## src/rtl/dcache_refill_pkg.sv

```systemverilog
// rtl/dcache_refill_pkg.sv - shared refill types, block geometry and address field positions
package dcache_pkg;

  localparam int BLOCK_W         = 64;
  localparam int WORD_W          = 32;
  localparam int WORDS_PER_BLOCK = 2;
  localparam int OFFSET_BIT      = 2;
  localparam int SET_LSB         = 3;
  localparam int SET_W           = 7;
  localparam int TAG_LSB         = SET_LSB + SET_W;

  typedef enum logic [1:0] {
    ST_IDLE    = 2'd0,
    ST_FETCH_A = 2'd1,
    ST_FETCH_B = 2'd2,
    ST_DONE    = 2'd3
  } refill_state_e;

  // Offset 0 lives in the upper half of the block, offset 1 in the lower half.
  function automatic logic [BLOCK_W-1:0] merge_word(input logic [BLOCK_W-1:0] blk,
                                                    input logic              off,
                                                    input logic [WORD_W-1:0] word);
    merge_word = blk;
    if (off) merge_word[WORD_W-1:0] = word;
    else     merge_word[BLOCK_W-1:WORD_W] = word;
  endfunction

endpackage

```

## src/rtl/dcache_refill_if.sv

```systemverilog
// rtl/dcache_refill_if.sv - cache-side and memory-side signals of the refill controller
interface dcache_refill_if #(
  parameter int ADDR_W = 32
);
  import dcache_pkg::*;

  logic                miss_req;
  logic [ADDR_W-1:0]   miss_addr;
  logic                miss_ready;
  logic [BLOCK_W-1:0]  datain;
  logic                dready;
  logic                refill_err;
  logic                mem_req;
  logic [ADDR_W-1:0]   mem_addr;
  logic                mem_ack;
  logic [WORD_W-1:0]   mem_rdata;

  modport master (
    output miss_req, miss_addr, mem_ack, mem_rdata,
    input  miss_ready, datain, dready, refill_err, mem_req, mem_addr
  );

  modport slave (
    input  miss_req, miss_addr, mem_ack, mem_rdata,
    output miss_ready, datain, dready, refill_err, mem_req, mem_addr
  );

endinterface

```

## src/rtl/dcache_refill_timeout.sv

```systemverilog
// rtl/dcache_refill_timeout.sv - per-word wait counter flagging expiry at TIMEOUT_CYC
module refill_timeout #(
  parameter int TIMEOUT_CYC = 255
) (
  input  logic CLK,
  input  logic reset,
  input  logic i_clr,
  input  logic i_en,
  output logic o_expire
);

  logic [15:0] r_cnt;

  // count cycles spent waiting for an ack; clear has priority over enable
  always_ff @(posedge CLK) begin
    if (reset || i_clr) r_cnt <= '0;
    else if (i_en)      r_cnt <= r_cnt + 16'd1;
  end

  // flags the waiting cycle whose increment would bring the count to TIMEOUT_CYC,
  // so mem_req is held for exactly TIMEOUT_CYC cycles before the abort
  assign o_expire = i_en && (r_cnt == 16'(TIMEOUT_CYC - 1));

endmodule

```

## src/rtl/dcache_refill.sv

```systemverilog
// rtl/dcache_refill.sv - data-cache miss refill controller; define DCACHE_REFILL_CWF_EN for critical-word-first
module dcache_refill #(
  parameter int TIMEOUT_CYC = 255,
  parameter int ADDR_W      = 32
) (
  input logic           CLK,
  input logic           reset,
  dcache_refill_if.slave bus
);
  import dcache_pkg::*;

`ifdef DCACHE_REFILL_CWF_EN
  localparam logic CWF = 1'b1;
`else
  localparam logic CWF = 1'b0;
`endif

  refill_state_e             r_state;
  refill_state_e             w_next;
  logic [ADDR_W-1:OFFSET_BIT+1] r_blk;
  logic                      r_wsel;
  logic [BLOCK_W-1:0]        r_datain;
  logic                      r_err;
  logic                      w_err_set;
  logic                      w_accept;
  logic                      w_store;
  logic                      w_fetch;
  logic                      w_off;
  logic                      w_clr;
  logic                      w_en;
  logic                      w_expire;
  logic                      w_unused;

  assign w_fetch  = (r_state == ST_FETCH_A) || (r_state == ST_FETCH_B);
  // FETCH_A takes the critical word when CWF is on, otherwise offset 0
  assign w_off    = (r_state == ST_FETCH_B) ^ (CWF & r_wsel);
  assign w_en     = w_fetch && !bus.mem_ack;
  // counter restarts whenever a fetch state is (re)entered or we are not fetching
  assign w_clr    = !w_fetch || (w_next != r_state);
  assign w_unused = &{1'b0, bus.miss_addr[OFFSET_BIT-1:0]};

  refill_timeout #(.TIMEOUT_CYC(TIMEOUT_CYC)) u_timeout (
    .CLK      (CLK),
    .reset    (reset),
    .i_clr    (w_clr),
    .i_en     (w_en),
    .o_expire (w_expire)
  );

  // next-state and strobe decode
  always_comb begin
    w_next    = r_state;
    w_accept  = 1'b0;
    w_store   = 1'b0;
    w_err_set = 1'b0;
    case (r_state)
      ST_IDLE: begin
        if (bus.miss_req) begin
          w_next   = ST_FETCH_A;
          w_accept = 1'b1;
        end
      end
      ST_FETCH_A: begin
        if (bus.mem_ack) begin
          w_next  = ST_FETCH_B;
          w_store = 1'b1;
        end else if (w_expire) begin
          w_next    = ST_IDLE;
          w_err_set = 1'b1;
        end
      end
      ST_FETCH_B: begin
        if (bus.mem_ack) begin
          w_next  = ST_DONE;
          w_store = 1'b1;
        end else if (w_expire) begin
          w_next    = ST_IDLE;
          w_err_set = 1'b1;
        end
      end
      ST_DONE: w_next = ST_IDLE;
      default: w_next = ST_IDLE;
    endcase
  end

  // state register
  always_ff @(posedge CLK) begin
    if (reset) r_state <= ST_IDLE;
    else       r_state <= w_next;
  end

  // latch block address and critical-word select when a miss is accepted
  always_ff @(posedge CLK) begin
    if (reset) begin
      r_blk  <= '0;
      r_wsel <= 1'b0;
    end else if (w_accept) begin
      r_blk  <= bus.miss_addr[ADDR_W-1:OFFSET_BIT+1];
      r_wsel <= bus.miss_addr[OFFSET_BIT];
    end
  end

  // place each returned word into its slot of the block
  always_ff @(posedge CLK) begin
    if (reset)        r_datain <= '0;
    else if (w_store) r_datain <= merge_word(r_datain, w_off, bus.mem_rdata);
  end

  // one-cycle abort pulse, raised in the first IDLE cycle after a timeout
  always_ff @(posedge CLK) begin
    if (reset) r_err <= 1'b0;
    else       r_err <= w_err_set;
  end

  assign bus.miss_ready = (r_state == ST_IDLE);
  assign bus.dready     = (r_state == ST_DONE);
  assign bus.refill_err = r_err;
  assign bus.mem_req    = w_fetch;
  assign bus.mem_addr   = {r_blk, w_off, {OFFSET_BIT{1'b0}}};
  assign bus.datain     = r_datain;

endmodule

```

## src/flat_wrapper.sv

```systemverilog
// flat-port wrapper written by rule: the top's interface ports become plain ports
module dcache_refill_flat import dcache_pkg::*;
#(
  parameter int TIMEOUT_CYC = 255,
  parameter int ADDR_W      = 32
)
  (CLK, reset, bus_miss_req, bus_miss_addr, bus_mem_ack, bus_mem_rdata, bus_miss_ready, bus_datain, bus_dready, bus_refill_err, bus_mem_req, bus_mem_addr);
  dcache_refill_if #(.ADDR_W(ADDR_W)) bus_i ();
  input logic CLK;
  input logic reset;
  input wire logic [$bits(bus_i.miss_req)-1:0] bus_miss_req;
  input wire logic [$bits(bus_i.miss_addr)-1:0] bus_miss_addr;
  input wire logic [$bits(bus_i.mem_ack)-1:0] bus_mem_ack;
  input wire logic [$bits(bus_i.mem_rdata)-1:0] bus_mem_rdata;
  output wire logic [$bits(bus_i.miss_ready)-1:0] bus_miss_ready;
  output wire logic [$bits(bus_i.datain)-1:0] bus_datain;
  output wire logic [$bits(bus_i.dready)-1:0] bus_dready;
  output wire logic [$bits(bus_i.refill_err)-1:0] bus_refill_err;
  output wire logic [$bits(bus_i.mem_req)-1:0] bus_mem_req;
  output wire logic [$bits(bus_i.mem_addr)-1:0] bus_mem_addr;
  assign bus_i.miss_req = bus_miss_req;
  assign bus_i.miss_addr = bus_miss_addr;
  assign bus_i.mem_ack = bus_mem_ack;
  assign bus_i.mem_rdata = bus_mem_rdata;
  assign bus_miss_ready = bus_i.miss_ready;
  assign bus_datain = bus_i.datain;
  assign bus_dready = bus_i.dready;
  assign bus_refill_err = bus_i.refill_err;
  assign bus_mem_req = bus_i.mem_req;
  assign bus_mem_addr = bus_i.mem_addr;
  dcache_refill #(.TIMEOUT_CYC(TIMEOUT_CYC), .ADDR_W(ADDR_W)) u_core (.CLK(CLK), .reset(reset), .bus(bus_i));
endmodule
```

## config.mk

```make
export PLATFORM = sky130hd
export DESIGN_NAME = dcache_refill_flat
export DESIGN_NICKNAME = d
export VERILOG_FILES = /design/src/rtl/dcache_refill_pkg.sv /design/src/rtl/dcache_refill_if.sv /design/src/rtl/dcache_refill_timeout.sv /design/src/rtl/dcache_refill.sv /design/src/flat_wrapper.sv
export SDC_FILE = /design/constraint.sdc
export NUM_CORES = 1
export LEC_CHECK = 0
export CORE_MARGIN = 4
export CORE_UTILIZATION = 35
export CTS_CLUSTER_SIZE = 14
export DETAILED_ROUTE_END_ITERATION = 16
export PLACE_DENSITY_LB_ADDON = 0.2
export SYNTH_ARGS = -nofsm -noshare
export SYNTH_HDL_FRONTEND = slang
export SYNTH_SLANG_ARGS = --single-unit
```

## constraint.sdc

```tcl
create_clock -name CLK -period 2.11 [get_ports CLK]
set_clock_uncertainty 0.2 [all_clocks]
set_input_delay 0.211 -clock CLK [delete_from_list [all_inputs] [get_ports CLK]]
set_output_delay 0.211 -clock CLK [all_outputs]
set_load 0.02 [all_outputs]
```

==> results.md, run 1 <==
| Quantity | Value |
| --- | --- |
| Synthesized-area fraction occupied by ao, oa, aoi and oai cells | 13.65% |
| Number of levels in the clock H-tree | 3 |
| Horizontal die dimension | 120.1 um |
| Largest vdd supply drop | 0.0003482 V |
| Unrepaired setup endpoints after global routing | yes |
| Final number of setup-violating endpoints | 0 |
| Buffers added on ports | 162 |
| Leading register cell type out of synthesis | sky130_fd_sc_hd__dfxtp_1 |
| Wire length per cell | 14.54 um |
| Arithmetic-cell share of the synthesized area counting full adders, half adders and majority gates | 1.706% |
| Main combinational cell family by area after synthesis | simple AND/OR/NAND/NOR gates |
| Total number of vias | 4,139 |
| DRC viols | 0 |
| Simple-gate area share of the yosys netlist | 26.84% |
| HPWL after detailed placement | 8.668 mm |
| DRT iter0 DRCs | 323 |
| Number of enable-type register cells in the synthesized netlist | 0 |
| Clock-pin slew of the registers on the worst-case setup and hold paths | 0.07 ns |
| First-pass iteration count of the detailed router | 5 |
| Proportion of synthesized flip-flops having asynchronous set or reset | 0% |
| Number of buffers inserted during clock tree synthesis | 9 |
| Share of cells above drive strength 1 | 9.326% |
| Max Slew Vio Count | 0 |
| Inserted Diodes | 0 |
| Initial antenna violation count | 0 |
| Share of cell area taken by muxes after synthesis | 0% |
| Power density over cell area | 714.8 nW/um^2 |
| Placement row count | 40 |
| Cell count after synthesis | 535 |
| Synth cell types | 45 |
| Xor/xnor share of the synthesized area | 2.388% |
| Post-route core utilization | 54.03% |
| Total clock sinks | 112 |
| Origin of the critical flop-to-flop path | u_core.r_state[0]$_SDFF_PP0_ |
| Maximum fanout along the worst path | 7 |
| Worst Path Class, Setup | reg2reg |
| Path class of the lowest-slack min-delay path | in2reg |
| Worst-skew pair later-pin latency | 0.35 ns |
| Final-stage net count | 766 |
| Destination of the worst register-to-register timing path | u_core.u_timeout.r_cnt[15]$_SDFFE_PP0P_ |
| CTS tree | yes |
| Crit path required time | 2.18 ns |
| Nature of the critical path startpoint | flop |
| Post-CTS setup buffers | 0 |
| Ports | 168 |
| Final period util | 95.86% |
| Routed wire length | 12.58 mm |
| Upper clock frequency limit | 494.4 MHz |
| Starting density of the core | 36.18% |
| Worst EP arrival | 2.10 ns |
| Count of endpoints failing hold in the final timing report | 0 |
| All-layer global routing usage | 17.25% |
| CTS root buffer | sky130_fd_sc_hd__clkbuf_16 |
| Grt ovf | 0 |
| Area Overhead vs Synth | 49.33% |
| Post-synthesis register bit count | 112 |
| Largest net degree at the start of global routing | 96 |
| Synthesized area | 4400 um^2 |
| Total of warnings raised by yosys | 0 |
| Area of the core region | 12,160 um^2 |
| Worst reg2reg path depth | 7 |
| Number of nets still failing antenna checks after routing | 0 |
| CTS max path bufs | 2 |
| Timing endpoint of the critical path | u_core.u_timeout.r_cnt[15]$_SDFFE_PP0P_ |
| Pleak | 2.263 nW |
| Tmin final | 2.023 ns |
| Mean post-synth cell area | 8.225 um^2 |
| Setup slack of the most critical reg-to-reg path | 0.09 ns |
| Max Cap Viol | 0 |
| DIE AREA | 14,430 um^2 |
| Number of global-route vias before repair | 3,928 |
| Status | finished, final reports clean |
| Via density per instance | 4.785 |
| Worst hold-check slack | 0.08109 ns |
| Weighted congestion at the end of routability-driven global placement | 0.7497 |
| Kind of end point of the critical path | flop |
| Share of the yosys chip area belonging to registers | 50.95% |
| Die boundary height | 120.1 um |
| Number of buffers added to fix hold violations after cts | 0 |
| Timing startpoint of the critical path | u_core.r_state[0]$_SDFF_PP0_ |
| Global-route wire length before repair | 20.02 mm |
-- metal layers --
layer / wire length (um) / global-route usage, % / vias to the layer above
li1: - / - / 2074
met1: 5541 / 21.82 / 1910
met2: 6054 / 28.42 / 142
met3: 791 / 4.854 / 13
met4: 191 / 5.512 / 0
met5: 0 / 0 / -
-- per-stage QoR --
| stage | cells | instance area [um^2] | worst slack [ns] | TNS, ns | power, mW |
|---|---|---|---|---|---|
| global placement | 849 | 6280 | 0.03817 | 0 | 3.128 |
| detailed placement | 849 | 6280 | 0.002035 | 0 | 3.143 |
| CTS | 865 | 6551 | 0.03303 | 0 | 4.760 |
| floorplan | 536 | 4437 | 0.03383 | 0 | 2.722 |
| finish | 865 | 6571 | 0.08731 | 0 | 4.697 |
| global route | 865 | 6571 | -0.005562 | -0.005562 | 4.918 |
-- sequential cells by signal (all words and copies together) (netlist names) --
signal                  count
u_core.r_state              2
u_core.bus.datain          64
u_core.r_blk               29
u_core.bus.refill_err       1
u_core.u_timeout.r_cnt     16
-- worst min path at each step --
| stage | start | endpoint | cells past startpoint |
|---|---|---|---|
| floorplan | bus_mem_rdata[0] | u_core.bus.datain[0]$_SDFFE_PP0P_ | 2 |
| global placement | u_core.r_blk[15]$_SDFFE_PP0P_ | u_core.r_blk[15]$_SDFFE_PP0P_ | 2 |
| detailed placement | u_core.bus.datain[4]$_SDFFE_PP0P_ | u_core.bus.datain[4]$_SDFFE_PP0P_ | 2 |
| CTS | reset | u_core.bus.refill_err$_SDFF_PP0_ | 3 |
| global route | reset | u_core.bus.refill_err$_SDFF_PP0_ | 3 |
| finish | reset | u_core.bus.refill_err$_SDFF_PP0_ | 3 |
-- layout by cell type (no fill, tap or decap), types with 3 or more instances in the layout --
master / instances
sky130_fd_sc_hd__ha_1: 4
sky130_fd_sc_hd__dfxtp_1: 110
sky130_fd_sc_hd__nand4_1: 6
sky130_fd_sc_hd__nor3_2: 10
sky130_fd_sc_hd__xor2_1: 6
sky130_fd_sc_hd__clkdlybuf4s50_1: 158
sky130_fd_sc_hd__buf_12: 3
sky130_fd_sc_hd__and2_1: 3
sky130_fd_sc_hd__nor3_1: 5
sky130_fd_sc_hd__a21oi_1: 95
sky130_fd_sc_hd__dlygate4sd2_1: 3
sky130_fd_sc_hd__xnor2_1: 6
sky130_fd_sc_hd__nand3_1: 3
sky130_fd_sc_hd__clkbuf_16: 9
sky130_fd_sc_hd__nor2_1: 6
sky130_fd_sc_hd__nand2_1: 196
sky130_fd_sc_hd__buf_4: 19
sky130_fd_sc_hd__o21ai_0: 3
-- synthesized netlist by cell type (2+ instances only) --
| cell type | instances | area share (%) |
|---|---|---|
| sky130_fd_sc_hd__a211oi_1 | 3 | 0.51 |
| sky130_fd_sc_hd__a21oi_1 | 95 | 11 |
| sky130_fd_sc_hd__and2_1 | 3 | 0.43 |
| sky130_fd_sc_hd__buf_1 | 3 | 0.26 |
| sky130_fd_sc_hd__buf_4 | 5 | 0.85 |
| sky130_fd_sc_hd__buf_6 | 2 | 0.51 |
| sky130_fd_sc_hd__clkbuf_1 | 28 | 2.4 |
| sky130_fd_sc_hd__dfxtp_1 | 112 | 51 |
| sky130_fd_sc_hd__ha_1 | 6 | 1.7 |
| sky130_fd_sc_hd__inv_1 | 3 | 0.26 |
| sky130_fd_sc_hd__nand2_1 | 196 | 17 |
| sky130_fd_sc_hd__nand2b_1 | 2 | 0.28 |
| sky130_fd_sc_hd__nand3_1 | 4 | 0.45 |
| sky130_fd_sc_hd__nand4_1 | 6 | 0.85 |
| sky130_fd_sc_hd__nor2_1 | 6 | 0.51 |
| sky130_fd_sc_hd__nor3_1 | 5 | 0.57 |
| sky130_fd_sc_hd__nor3_2 | 10 | 2.3 |
| sky130_fd_sc_hd__nor4_1 | 2 | 0.28 |
| sky130_fd_sc_hd__nor4_4 | 2 | 0.97 |
| sky130_fd_sc_hd__o211ai_1 | 2 | 0.34 |
| sky130_fd_sc_hd__o21ai_0 | 3 | 0.34 |
| sky130_fd_sc_hd__or2b_1 | 2 | 0.34 |
| sky130_fd_sc_hd__or3_1 | 3 | 0.43 |
| sky130_fd_sc_hd__xnor2_1 | 6 | 1.2 |
| sky130_fd_sc_hd__xor2_1 | 6 | 1.2 |
-- what timing repair did --
item                                    4_1_cts  5_1_grt
endpoints found under the setup margin        3        4
resized for setup                             3        4
pin swaps                                     0        1
hold endpoints to repair                      0        0
-- report_power, final --
part | internal (mW) | switching (mW) | leakage, nW
clock network | 0.840 | 0.777 | 0.134
logic | 0.389 | 0.441 | 1.22
registers | 2.20 | 0.0447 | 0.910
total | 3.43 | 1.26 | 2.26
-- worst max-delay path: stages, from the launching register on --
cell                       delay, ns
sky130_fd_sc_hd__dfxtp_2        0.34
sky130_fd_sc_hd__inv_2          0.06
sky130_fd_sc_hd__ha_4           0.26
sky130_fd_sc_hd__buf_4          0.14
sky130_fd_sc_hd__and4b_1        0.23
sky130_fd_sc_hd__nand3_2        0.12
sky130_fd_sc_hd__or3_4          0.39
sky130_fd_sc_hd__a211oi_2       0.21
-- cells by family after synthesis --
group | Yosys count
buffers and inverters | 42
DFF | 112
other | 1
and+or+nand+nor | 252
adders and majority gates | 6
xor gates and xnor gates | 12
AOI/OAI and AO/OA | 110
-- cell type report --
type | count | area (um^2)
tap | 168 | 210.2
sequential | 112 | 2245
timing repair buffer | 184 | 1815
fill | 1153 | 5590
clock buffer | 12 | 246.5
multi-input combinational | 382 | 2014
clock inverter | 4 | 28.78
inverter | 3 | 11.26
Power figures use the tool's default switching activity.
==> inputs of run 2 (changes only) <==
ABC_AREA = 1   (was unset)
==> run 2 against run 1 <==
- first-iteration DRC count down 36%
- count of clock-buffer cells in the layout did not move
- critical path depth is 4 lower
- via count fell by 0.85%
- final cell count is 3.4% higher
- die area down 1.6%
- fmax fell by 1.7%
- power fell by 0.12%
- sequential power about the same
- critical endpoint is now bus_mem_req
- highest routed layer unchanged
==> results.md, run 2 <==
| Quantity | Value |
| --- | --- |
| Fraction of synthesized cell area taken by the top area cell type | 51.82% |
| Number of enable-type register cells in the synthesized netlist | 0 |
| Cells along the critical path | inv_4 -> ha_4 -> clkdlybuf4s50_1 |
| Count of endpoints failing hold in the final timing report | 0 |
| Number of levels in the clock H-tree | 3 |
| Main combinational cell family by area after synthesis | simple AND/OR/NAND/NOR gates |
| Arithmetic-cell share of the synthesized area counting full adders, half adders and majority gates | 1.735% |
| Synthesized area | 4327 um^2 |
| Sw power | 1.151 mW |
| Clock network fraction of design power | 37.9% |
| Initial antenna violation count | 0 |
| Cell types with the highest counts after synthesis | 209 x sky130_fd_sc_hd__nand2_1, 112 x sky130_fd_sc_hd__dfxtp_1, 95 x sky130_fd_sc_hd__a21oi_1, 29 x sky130_fd_sc_hd__clkbuf_1, 21 x sky130_fd_sc_hd__nor2_1 |
| Least setup slack across all paths after layout | 0.05215 ns |
| Post-route core utilization | 55.22% |
| Power density over cell area | 704.4 nW/um^2 |
| Area Overhead vs Synth | 53.93% |
| Share of cells above drive strength 1 | 11.98% |
| Max Cap Viol | 0 |
| Grt ovf | 0 |
| Number of global-route vias before repair | 4,011 |
| Number of nets still failing antenna checks after routing | 0 |
| Synth cell types | 26 |
| Library cell occupying the most area in the post-synthesis netlist | sky130_fd_sc_hd__dfxtp_1 |
| Path class of the lowest-slack min-delay path | in2reg |
| Crit path max-delay cell type | sky130_fd_sc_hd__clkdlybuf4s50_1 |
| Horizontal die dimension | 119.2 um |
| DIE AREA | 14,210 um^2 |
| Kind of end point of the critical path | output pin |
| Delay contributed by the slowest stage of the critical path | 0.61 ns |
| Mean post-synth cell area | 7.852 um^2 |
| Flip-flop count of the largest register, all copies and words added | 64 |
| Placement Setup Slack | 0.03550 ns |
| Max Slew Vio Count | 0 |
| All-layer global routing usage | 17.07% |
| Starting density of the core | 35.87% |
| Switch share | 24.54% |
| Die boundary height | 119.2 um |
| Status | finished, final reports clean |
| Total clock sinks | 112 |
| Most frequent standard cell in the layout excluding fill and tap cells | sky130_fd_sc_hd__nand2_1 |
| Proportion of synthesized flip-flops having asynchronous set or reset | 0% |
| Share of cell area taken by muxes after synthesis | 0% |
| Area of the core region | 12,060 um^2 |
| Worst Path Class, Setup | reg2out |
| Cell count after synthesis | 551 |
| Buffers added on ports | 162 |
| Weighted congestion at the end of routability-driven global placement | 0.7897 |
| Inserted Diodes | 0 |
| Worst-skew pair later-pin latency | 0.35 ns |
| Final period util | 97.53% |
| Leading register cell type out of synthesis | sky130_fd_sc_hd__dfxtp_1 |
| Worst hold-check slack | 0.1439 ns |
| Most used standard cell by instance count after synthesis | sky130_fd_sc_hd__nand2_1 |
| Global-route wire length before repair | 19.77 mm |
| Largest vdd supply drop | 0.0005233 V |
| Total number of vias | 4,104 |
| Final-stage net count | 795 |
| Number of buffers added to fix hold violations after cts | 0 |
| Synthesized-area fraction occupied by ao, oa, aoi and oai cells | 11.39% |
| Register share of total power | 47.4% |
| Number of buffers inserted during clock tree synthesis | 9 |
| Internal | 3.540 mW |
| Share of the yosys chip area belonging to registers | 51.82% |
| Sum of negative setup slack | 0 ns |
| DRT iter0 DRCs | 207 |
| Commonest non-fill, non-tap cells in the layout | 204 x sky130_fd_sc_hd__nand2_1, 160 x sky130_fd_sc_hd__clkdlybuf4s50_1, 110 x sky130_fd_sc_hd__dfxtp_1 |
| Unrepaired setup endpoints after global routing | yes |
| Combinational cell fraction of total power | 14.7% |
| Placement row count | 40 |
| Via density per instance | 4.591 |
| Nature of the critical path startpoint | flop |
| Xor/xnor share of the synthesized area | 3.036% |
| Post-synthesis register bit count | 112 |
| Clock-pin slew of the registers on the worst-case setup and hold paths | 0.07 ns |
| Largest net degree at the start of global routing | 77 |
| Wire length per cell | 13.62 um |
| Ports | 168 |
| CTS max path bufs | 2 |
| Routed wire length | 12.17 mm |
| Upper clock frequency limit | 485.9 MHz |
| Pleak | 2.361 nW |
| HPWL after detailed placement | 8.581 mm |
| Simple-gate area share of the yosys netlist | 26.69% |
| Maximum fanout along the worst path | 4 |
| CTS root buffer | sky130_fd_sc_hd__clkbuf_16 |
| First-pass iteration count of the detailed router | 6 |
| DRC viols | 0 |
| Tmin final | 2.058 ns |
| Final number of setup-violating endpoints | 0 |
| Cell types with the largest area share after synthesis | sky130_fd_sc_hd__dfxtp_1 52%, sky130_fd_sc_hd__nand2_1 18%, sky130_fd_sc_hd__a21oi_1 11% |
| Worst EP arrival | 1.65 ns |
| Total of warnings raised by yosys | 0 |
| Crit path required time | 1.70 ns |
| CTS tree | yes |
[run 2: worst max-delay path, delay by kind of cell, from the launching register on]
family,cells,cell delay (ns)
buffers and inverters,2,0.66
DFF,1,0.35
adders and majority gates,1,0.29
[run 2: through the flow]
stage               cells  power [mW]  area (um^2)
floorplan             552       2.589         4344
global placement      873       2.942         6231
detailed placement    873       2.951         6231
CTS                   889       4.738         6548
global route          894       4.896         6660
finish                894       4.691         6660
[run 2: timing repair]
action                                  in CTS  in global routing
gates resized for setup                      1                 19
buffers inserted                             0                  4
pin swaps                                    0                 15
endpoints found under the setup margin       1                 17
cloned                                       0                  1
[run 2: per-layer routing]
| layer | share of wire (%) | routed length (um) | GRT usage [%] |
|---|---|---|---|
| met5 | 0 | 0 | 0 |
| met4 | 1.9 | 226 | 6.807 |
| met2 | 45 | 5512 | 26.70 |
| met3 | 9.1 | 1111 | 7.075 |
| met1 | 44 | 5322 | 20.81 |
[run 2: power by group through the flow]
stage / Sequential (mW) / Combinational, mW / Clock [mW]
after global placement: 2.27 / 0.673 / 0
after detailed placement: 2.27 / 0.680 / 0
after global routing: 2.23 / 0.748 / 1.91
final: 2.22 / 0.690 / 1.78
after CTS: 2.22 / 0.682 / 1.83
after floorplan: 2.36 / 0.233 / 0
[run 2: logic make-up (layout without fill, tap and decap cells)]
group,after synthesis,in the layout
other,1,2
buffers and inverters,53,227
DFF,112,112
AOI/OAI and AO/OA,98,98
xor gates and xnor gates,15,15
adders and majority gates,6,6
and+or+nand+nor,266,266
[run 2: cell type report]
cell class	instances	area, um^2
well taps	168	210.2
clock inverters	4	51.30
fillers	1119	5401
inverters	20	82.58
multi-input cells	387	1926
clock buffers	12	266.5
flip-flops and latches	112	2245
repair buffers	191	1879
[run 2: worst paths after layout]
| check | to | slack (ns) | cells past startpoint | startpoint |
|---|---|---|---|---|
| max | bus_mem_req | 0.05 | 3 | u_core.r_state[1]$_SDFF_PP0_ |
| min | u_core.bus.refill_err$_SDFF_PP0_ | 0.14 | 3 | reset |
| max reg2reg | u_core.u_timeout.r_cnt[11]$_SDFFE_PP0P_ | 0.11 | 14 | u_core.r_state[1]$_SDFF_PP0_ |
| min reg2reg | u_core.bus.datain[8]$_SDFFE_PP0P_ | 0.26 | 2 | u_core.bus.datain[8]$_SDFFE_PP0P_ |
==> inputs of run 3 (changes only) <==
CAP_MARGIN = 10   (was unset)
==> results of run 3 <==
No change in the layout: final DEF, timing and power equal those of run 2.
